## src/rtl/wb_tlb_op_unit_pkg.sv

```systemverilog
// Shared TLB definitions: entry layout, op codes, CSR field positions and FSM states.
package tlb_pkg;

    localparam int unsigned TLB_ENTRY_W = 89;

    // Entry layout, MSB first: {e, vppn[18:0], ps[5:0], g, asid[9:0], page0, page1}
    localparam int unsigned E_BIT     = 88;
    localparam int unsigned VPPN_LSB  = 69;
    localparam int unsigned PS_LSB    = 63;
    localparam int unsigned G_BIT     = 62;
    localparam int unsigned ASID_LSB  = 52;
    localparam int unsigned PAGE0_LSB = 26;
    localparam int unsigned PAGE1_LSB = 0;
    localparam int unsigned PAGE_W    = 26;

    // Within a page: {ppn[19:0], plv[1:0], mat[1:0], d, v}
    localparam int unsigned PPN_OFS = 6;
    localparam int unsigned PLV_OFS = 4;
    localparam int unsigned MAT_OFS = 2;
    localparam int unsigned D_OFS   = 1;
    localparam int unsigned V_OFS   = 0;

    localparam logic [2:0] TLB_OP_SRCH = 3'd1;
    localparam logic [2:0] TLB_OP_RD   = 3'd2;
    localparam logic [2:0] TLB_OP_WR   = 3'd3;
    localparam logic [2:0] TLB_OP_FILL = 3'd4;
    localparam logic [2:0] TLB_OP_INV  = 3'd5;

    localparam int unsigned CSR_IDX_NE     = 31;
    localparam int unsigned CSR_IDX_PS_LSB = 24;
    localparam int unsigned CSR_ELO_G      = 6;

    localparam logic [5:0] ECODE_TLBR = 6'h3f;
    localparam logic [5:0] PS_4M      = 6'd21;

    typedef enum logic [1:0] {
        ST_IDLE,
        ST_SWEEP,
        ST_DONE
    } tlb_state_e;

    // TLBELO image of one page: {4'b0, ppn, 1'b0, g, mat, plv, d, v}
    function automatic logic [31:0] page_to_elo(input logic [PAGE_W-1:0] page, input logic g);
        return {4'b0, page[PPN_OFS +: 20], 1'b0, g, page[MAT_OFS +: 2],
                page[PLV_OFS +: 2], page[D_OFS], page[V_OFS]};
    endfunction

endpackage

```

## src/rtl/wb_tlb_op_unit_inv_match.sv

```systemverilog
// Combinational INVTLB match of one TLB entry against the latched op/asid/va.
module tlb_inv_match
    import tlb_pkg::*;
(
    input  logic        entry_g,
    input  logic [9:0]  entry_asid,
    input  logic [5:0]  entry_ps,
    input  logic [18:0] entry_vppn,
    input  logic [4:0]  op,
    input  logic [9:0]  asid,
    input  logic [18:0] va_vppn,
    output logic        hit
);

    logic asid_eq;
    logic vppn_eq;

    always_comb begin
        asid_eq = (entry_asid == asid);
        // 4MB pages ignore the low VPPN bits covered by the page offset
        if (entry_ps == PS_4M) begin
            vppn_eq = (entry_vppn[18:9] == va_vppn[18:9]);
        end else begin
            vppn_eq = (entry_vppn == va_vppn);
        end
        case (op)
            5'd0, 5'd1: hit = 1'b1;
            5'd2:       hit = entry_g;
            5'd3:       hit = ~entry_g;
            5'd4:       hit = ~entry_g & asid_eq;
            5'd5:       hit = ~entry_g & asid_eq & vppn_eq;
            5'd6:       hit = (entry_g | asid_eq) & vppn_eq;
            default:    hit = 1'b0;
        endcase
    end

endmodule

```

## src/rtl/wb_tlb_op_unit.sv

```systemverilog
// WB-stage TLB maintenance engine: single-cycle SRCH/RD/WR/FILL, multi-cycle INVTLB sweep.
// Define TLB_FILL_LFSR_EN to pick the FILL index from an 8-bit LFSR instead of round-robin.
module wb_tlb_op_unit
    import tlb_pkg::*;
#(
    parameter int unsigned TLBNUM = 16,
    parameter int unsigned IDX_W  = $clog2(TLBNUM)
) (
    input  logic                   clk,
    input  logic                   resetn,
    input  logic                   op_valid,
    output logic                   op_ready,
    input  logic [2:0]             op_code,
    input  logic [4:0]             inv_op,
    input  logic [9:0]             inv_asid,
    input  logic [31:0]            inv_va,
    output logic                   op_done,
    output logic                   op_ine,
    input  logic [31:0]            csr_idx,
    input  logic [31:0]            csr_ehi,
    input  logic [31:0]            csr_elo0,
    input  logic [31:0]            csr_elo1,
    input  logic [31:0]            csr_asid,
    input  logic [5:0]             csr_ecode,
    input  logic                   s_found,
    input  logic [IDX_W-1:0]       s_index,
    output logic [IDX_W-1:0]       r_index,
    input  logic [TLB_ENTRY_W-1:0] r_entry,
    output logic                   we,
    output logic [IDX_W-1:0]       w_index,
    output logic [TLB_ENTRY_W-1:0] w_entry,
    output logic [3:0]             csr_tlb_we,
    output logic [31:0]            csr_idx_wv,
    output logic [31:0]            csr_ehi_wv,
    output logic [31:0]            csr_elo0_wv,
    output logic [31:0]            csr_elo1_wv,
    output logic [31:0]            csr_asid_wv
);

    tlb_state_e             state_q, state_d;
    logic [IDX_W-1:0]       sweep_q, sweep_d;
    logic [4:0]             inv_op_q, inv_op_d;
    logic [9:0]             inv_asid_q, inv_asid_d;
    logic [18:0]            inv_vppn_q, inv_vppn_d;
    logic [IDX_W-1:0]       fill_idx;
    logic                   fill_step;
    logic                   inv_hit;
    logic [TLB_ENTRY_W-1:0] wr_entry;
    logic                   unused_bits;

`ifdef TLB_FILL_LFSR_EN
    logic [7:0] lfsr_q, lfsr_d;

    always_comb begin
        fill_idx = lfsr_q[IDX_W-1:0];
        lfsr_d   = lfsr_q;
        if (fill_step) begin
            lfsr_d = {lfsr_q[6:0], lfsr_q[7] ^ lfsr_q[5] ^ lfsr_q[4] ^ lfsr_q[3]};
        end
    end

    always_ff @(posedge clk or negedge resetn) begin
        if (!resetn) begin
            lfsr_q <= 8'h01;
        end else begin
            lfsr_q <= lfsr_d;
        end
    end
`else
    logic [IDX_W-1:0] fill_q, fill_d;

    always_comb begin
        fill_idx = fill_q;
        fill_d   = fill_q;
        if (fill_step) begin
            fill_d = fill_q + IDX_W'(1);
        end
    end

    always_ff @(posedge clk or negedge resetn) begin
        if (!resetn) begin
            fill_q <= '0;
        end else begin
            fill_q <= fill_d;
        end
    end
`endif

    assign op_ready    = (state_q == ST_IDLE);
    assign unused_bits = ^{csr_ehi[12:0], csr_elo0[31:28], csr_elo0[7],
                           csr_elo1[31:28], csr_elo1[7], inv_va[12:0]};

    tlb_inv_match u_match (
        .entry_g    (r_entry[G_BIT]),
        .entry_asid (r_entry[ASID_LSB +: 10]),
        .entry_ps   (r_entry[PS_LSB +: 6]),
        .entry_vppn (r_entry[VPPN_LSB +: 19]),
        .op         (inv_op_q),
        .asid       (inv_asid_q),
        .va_vppn    (inv_vppn_q),
        .hit        (inv_hit)
    );

    // Entry image shared by TLBWR and TLBFILL
    always_comb begin
        wr_entry                          = '0;
        wr_entry[E_BIT]                   = (csr_ecode == ECODE_TLBR) | ~csr_idx[CSR_IDX_NE];
        wr_entry[VPPN_LSB +: 19]          = csr_ehi[31:13];
        wr_entry[PS_LSB +: 6]             = csr_idx[CSR_IDX_PS_LSB +: 6];
        wr_entry[G_BIT]                   = csr_elo0[CSR_ELO_G] & csr_elo1[CSR_ELO_G];
        wr_entry[ASID_LSB +: 10]          = csr_asid[9:0];
        wr_entry[PAGE0_LSB +: PAGE_W]     = {csr_elo0[27:8], csr_elo0[3:2], csr_elo0[5:4],
                                             csr_elo0[1], csr_elo0[0]};
        wr_entry[PAGE1_LSB +: PAGE_W]     = {csr_elo1[27:8], csr_elo1[3:2], csr_elo1[5:4],
                                             csr_elo1[1], csr_elo1[0]};
    end

    always_comb begin
        state_d     = state_q;
        sweep_d     = sweep_q;
        inv_op_d    = inv_op_q;
        inv_asid_d  = inv_asid_q;
        inv_vppn_d  = inv_vppn_q;
        fill_step   = 1'b0;
        op_done     = 1'b0;
        op_ine      = 1'b0;
        r_index     = '0;
        we          = 1'b0;
        w_index     = '0;
        w_entry     = '0;
        csr_tlb_we  = '0;
        csr_idx_wv  = '0;
        csr_ehi_wv  = '0;
        csr_elo0_wv = '0;
        csr_elo1_wv = '0;
        csr_asid_wv = '0;

        case (state_q)
            ST_IDLE: begin
                if (op_valid) begin
                    case (op_code)
                        TLB_OP_SRCH: begin
                            op_done                 = 1'b1;
                            csr_tlb_we              = 4'b0001;
                            csr_idx_wv              = csr_idx;
                            csr_idx_wv[CSR_IDX_NE]  = ~s_found;
                            if (s_found) begin
                                csr_idx_wv[IDX_W-1:0] = s_index;
                            end
                        end
                        TLB_OP_RD: begin
                            op_done    = 1'b1;
                            r_index    = csr_idx[IDX_W-1:0];
                            csr_tlb_we = 4'b1111;
                            csr_idx_wv = csr_idx;
                            csr_asid_wv = {csr_asid[31:10], 10'b0};
                            if (r_entry[E_BIT]) begin
                                csr_idx_wv[CSR_IDX_NE]              = 1'b0;
                                csr_idx_wv[CSR_IDX_PS_LSB +: 6]     = r_entry[PS_LSB +: 6];
                                csr_ehi_wv  = {r_entry[VPPN_LSB +: 19], 13'b0};
                                csr_elo0_wv = page_to_elo(r_entry[PAGE0_LSB +: PAGE_W], r_entry[G_BIT]);
                                csr_elo1_wv = page_to_elo(r_entry[PAGE1_LSB +: PAGE_W], r_entry[G_BIT]);
                                csr_asid_wv[9:0] = r_entry[ASID_LSB +: 10];
                            end else begin
                                csr_idx_wv[CSR_IDX_NE] = 1'b1;
                            end
                        end
                        TLB_OP_WR, TLB_OP_FILL: begin
                            op_done   = 1'b1;
                            we        = 1'b1;
                            w_entry   = wr_entry;
                            fill_step = (op_code == TLB_OP_FILL);
                            w_index   = (op_code == TLB_OP_FILL) ? fill_idx : csr_idx[IDX_W-1:0];
                        end
                        TLB_OP_INV: begin
                            if (inv_op > 5'd6) begin
                                op_done = 1'b1;
                                op_ine  = 1'b1;
                            end else begin
                                inv_op_d   = inv_op;
                                inv_asid_d = inv_asid;
                                inv_vppn_d = inv_va[31:13];
                                sweep_d    = '0;
                                state_d    = ST_SWEEP;
                            end
                        end
                        default: op_done = 1'b1;
                    endcase
                end
            end
            ST_SWEEP: begin
                r_index = sweep_q;
                if (inv_hit) begin
                    we             = 1'b1;
                    w_index        = sweep_q;
                    w_entry        = r_entry;
                    w_entry[E_BIT] = 1'b0;
                end
                if (sweep_q == IDX_W'(TLBNUM - 1)) begin
                    state_d = ST_DONE;
                end else begin
                    sweep_d = sweep_q + IDX_W'(1);
                end
            end
            ST_DONE: begin
                op_done = 1'b1;
                state_d = ST_IDLE;
            end
            default: state_d = ST_IDLE;
        endcase
    end

    always_ff @(posedge clk or negedge resetn) begin
        if (!resetn) begin
            state_q    <= ST_IDLE;
            sweep_q    <= '0;
            inv_op_q   <= '0;
            inv_asid_q <= '0;
            inv_vppn_q <= '0;
        end else begin
            state_q    <= state_d;
            sweep_q    <= sweep_d;
            inv_op_q   <= inv_op_d;
            inv_asid_q <= inv_asid_d;
            inv_vppn_q <= inv_vppn_d;
        end
    end

endmodule

```

## config.mk

```make
export PLATFORM = sky130hd
export DESIGN_NAME = wb_tlb_op_unit
export DESIGN_NICKNAME = d
export VERILOG_FILES = /design/src/rtl/wb_tlb_op_unit_pkg.sv /design/src/rtl/wb_tlb_op_unit_inv_match.sv /design/src/rtl/wb_tlb_op_unit.sv
export SDC_FILE = /design/constraint.sdc
export NUM_CORES = 1
export LEC_CHECK = 0
export BUFFER_PORTS_ARGS = -buffer_cell sky130_fd_sc_hd__buf_2
export CAP_MARGIN = 20
export CELL_PAD_IN_SITES_DETAIL_PLACEMENT = 1
export CELL_PAD_IN_SITES_GLOBAL_PLACEMENT = 2
export CORE_AREA = 2 2 225 227
export CTS_BUF_LIST = sky130_fd_sc_hd__clkbuf_2 sky130_fd_sc_hd__clkbuf_4 sky130_fd_sc_hd__clkbuf_8
export DETAILED_ROUTE_END_ITERATION = 12
export DIE_AREA = 0 0 227 229
export GPL_ROUTABILITY_DRIVEN = 0
export GPL_TIMING_DRIVEN = 0
export PLACE_DENSITY_LB_ADDON = 0.25
export RECOVER_POWER = 25
export SLEW_MARGIN = 20
export SYNTH_ARGS = -nofsm -noshare
export SYNTH_HDL_FRONTEND = slang
export SYNTH_SLANG_ARGS = --single-unit
```

## constraint.sdc

```tcl
create_clock -name clk -period 2.4 [get_ports clk]
set_input_delay 0.48 -clock clk [delete_from_list [all_inputs] [get_ports clk]]
set_output_delay 0.48 -clock clk [all_outputs]
set_load 0.1 [all_outputs]
```

==> flow_summary.json <==
{
  "max_freq_mhz": 315,
  "placed_cells": 2148,
  "grt_pass1_vias": 10600,
  "cts_hold_buf": 0,
  "grt_pass1_wl_um": 78100,
  "grt_max_degree": 45,
  "multi_input_area_mm2": 0.00694,
  "setup_violations": 233,
  "layout-area-overhead-vs-synth_pct": 147,
  "synth.distinct_cells": 46,
  "hp-class": "in2reg",
  "layout.cells.non_filler": 2236,
  "track_usage_pct": 20.5,
  "internal-power_mw": 3.73,
  "power_density_mw_per_mm2": 528,
  "end_kind": "output port",
  "fin_crit_sh_pct": 132,
  "hold_viol": 0,
  "synth_area_mm2": 0.00700,
  "die_x_um": 227,
  "violations": "negative setup slack",
  "drc": 0,
  "power.net_switching_mw": 5.39,
  "dieArea_mm2": 0.0520,
  "netSwitchingFraction_pct": 59.1,
  "fin_hold_ws_ns": 0.362,
  "drv_cap": 0,
  "wl_um": 54600,
  "start_util_pct": 14.1,
  "cts_root_buf": "clkbuf_8",
  "antenna_found_initial": 6,
  "status": "finished with violations",
  "io_pins": 578,
  "antenna_left": 0,
  "final_core_util_pct": 34.7,
  "final_common_cell": "buf_2",
  "startpoint_type": "flop",
  "layout_common_cells": "280 x buf_2, 236 x buf_12, 187 x nand2_1, 92 x and2_1, 82 x and3_4",
  "drive_gt1_share_pct": 62.9,
  "htree_levels": 2,
  "maxSlewViolCount": 0,
  "postSynthCellCount": 936,
  "seq_area_mm2": 0.00110,
  "relSlewSlack_pct": 14.7,
  "combinationalPowerShare_pct": 81.8,
  "synth_area_leaders": "dfrtp_1 16%, o211ai_2 12%, and2_1 12%, o2111ai_1 12%, nand2_1 11%",
  "final_nets": 1874,
  "core_area_mm2": 0.0497,
  "setup_slack_ns": -0.779,
  "required_ns": 1.92,
  "fill_cells": 5604,
  "wl_per_cell_um": 24.4,
  "synthFlopType": "dfrtp_1",
  "numCtsBuffers": 5,
  "path_max_fanout": 10,
  "dp_hpwl_um": 41400,
  "whs_path_depth": 2,
  "vias_per_cell": 4.36,
  "yosys_warnings": 0,
  "globalRouteOverflowTotal": 0,
  "chipHeight_um": 229,
  "dr_total_vias": 9757,
  "synth.largest_area_cell": "dfrtp_1",
  "pwr-share-clk_pct": 5.7,
  "synth_top_area_share_pct": 15.7,
  "reg2reg_depth": 9,
  "placed_area_mm2": 0.0121,
  "port_buffers": 518,
  "row_count": 82,
  "ys_seq_area_share_pct": 15.7,
  "async_reset_ff_share_pct": 100,
  "synth_edf_count": 0,
  "clkLatencyLatePin_ns": 0.33,
  "drt_iter0_drc": 318,
  "synth-seq-cells": 44,
  "avgSynthCellArea_um2": 7.48,
  "final_area_mm2": 0.0172,
  "path_class": "reg2out",
  "final.min_clock_period_ns": 3.18,
  "seq_power_share_pct": 12.5,
  "max_slew.worst_pin.slew_ns": 1.28,
  "clock_path_buffers": 2,
  "skew_ns": 0.00957,
  "ir_worst_vdd_uv": 267,
  "p_leak_nw": 6.89,
  "dr.pass1.iters": 4,
  "cts_tree": "built",
  "clock_sinks": 44,
  "clkTransAtPathRegs_ns": 0.11,
  "rsz0062_at_grt": "true",
  "arrival_ns": 2.70
}
==> state kept, by name (all words and copies together), names as in the netlist <==
name,count
inv_vppn_q,19
inv_asid_q,10
inv_op_q,5
fill_idx,4
sweep_q,4
state_q,2
==> cell families (layout without fill, tap and decap cells) <==
group                    Yosys count  after routing  synth area share, %
AO/OA/AOI/OAI                    212            212                 29.1
other                              1             28               0.0536
adder cells (fa/ha/maj)            2              2                0.358
buffers and inverters            137            738                 9.75
flip-flops                        44             44                 15.7
XOR/XNOR                          36             36                 4.51
multiplexers                      37             37                 5.94
AND/OR/NAND/NOR                  467            467                 34.5
==> metrics by stage <==
stage          TNS [ns]  power (mW)  setup slack [ns]
6_report        -115.03        9.11            -0.779
5_1_grt         -143.20        9.54            -0.920
4_1_cts         -124.79        9.09            -0.917
3_5_place_dp    -244.40        7.14             -2.26
3_3_place_gp    -313.91        7.09             -2.53
2_1_floorplan    -92.19        5.69             -1.32
==> worst max-delay path: stages (launching register included) <==
cell      delay [ns]
dfrtp_1         0.40
xor2_1          0.15
or4_4           0.54
nor3_4          0.16
buf_12          0.15
a31oi_4         0.14
buf_12          0.21
buf_6           0.19
o211ai_4        0.21
buf_12          0.20
==> cell type report <==
cell class / instances / share of cell area [%]
inverter: 3 / 0.0798
buffer: 126 / 6.22
timing repair buffer: 602 / 41.7
clock inverter: 2 / 0.0725
clock buffer: 5 / 0.399
multi-input combinational: 777 / 40.2
antenna: 5 / 0.0725
tap: 672 / 4.87
sequential: 44 / 6.40
==> layer usage <==
metal / routed length (um) / part of all wire (%) / vias to the layer above / GRT usage [%]
met2: 28600 / 52 / 270 / 37.2
li1: - / - / 4611 / -
met5: 21 / 0.038 / - / 0
met4: 454 / 0.83 / 4 / 2.61
met1: 23000 / 42 / 4843 / 26.0
met3: 2490 / 4.6 / 29 / 3.21
==> worst paths after layout <==
kind / from / endpoint / slack (ns)
worst max-delay path: inv_asid_q[6] / w_entry[37] / -0.78
worst min-delay path: inv_va[13] / inv_vppn_q[0] / 0.36
worst max register to register: state_q[0] / inv_vppn_q[1] / 0.14
worst min register to register: inv_vppn_q[12] / inv_vppn_q[12] / 0.52
max in group asynchronous: resetn / state_q[1] / 1.15
min in group asynchronous: resetn / fill_idx[2] / 0.40
==> synth_stat cells (all sizes together), types with 2 or more instances <==
library cell,n
and2,137
o21ai,3
xnor2,31
nand4,5
clkbuf,89
and3,83
nand2,196
ha,2
nor3,3
mux2,36
a22o,6
a21oi,7
a22oi,4
xor2,5
nor3b,3
o211ai,93
nand2b,5
inv,3
o2111ai,93
buf,45
nand3,11
nor2,13
nor2b,6
dfrtp,44
==> power by group through the flow <==
| stage | Combinational (mW) | Clock, mW | Sequential [mW] |
|---|---|---|---|
| 4_1_cts | 7.39 | 0.566 | 1.14 |
| 3_5_place_dp | 5.98 | 0 | 1.15 |
| 2_1_floorplan | 4.61 | 0 | 1.08 |
| 6_report | 7.45 | 0.520 | 1.14 |
| 5_1_grt | 7.78 | 0.593 | 1.17 |
| 3_3_place_gp | 5.95 | 0 | 1.14 |
==> what timing repair did <==
item | CTS | global route
resized for setup | 1026 | 122
gates cloned | 13 | 1
pin swaps | 27 | 18
setup endpoints to repair | 268 | 267
buffers inserted | 41 | 36
Note: power is estimated with default switching activity, not from simulation.
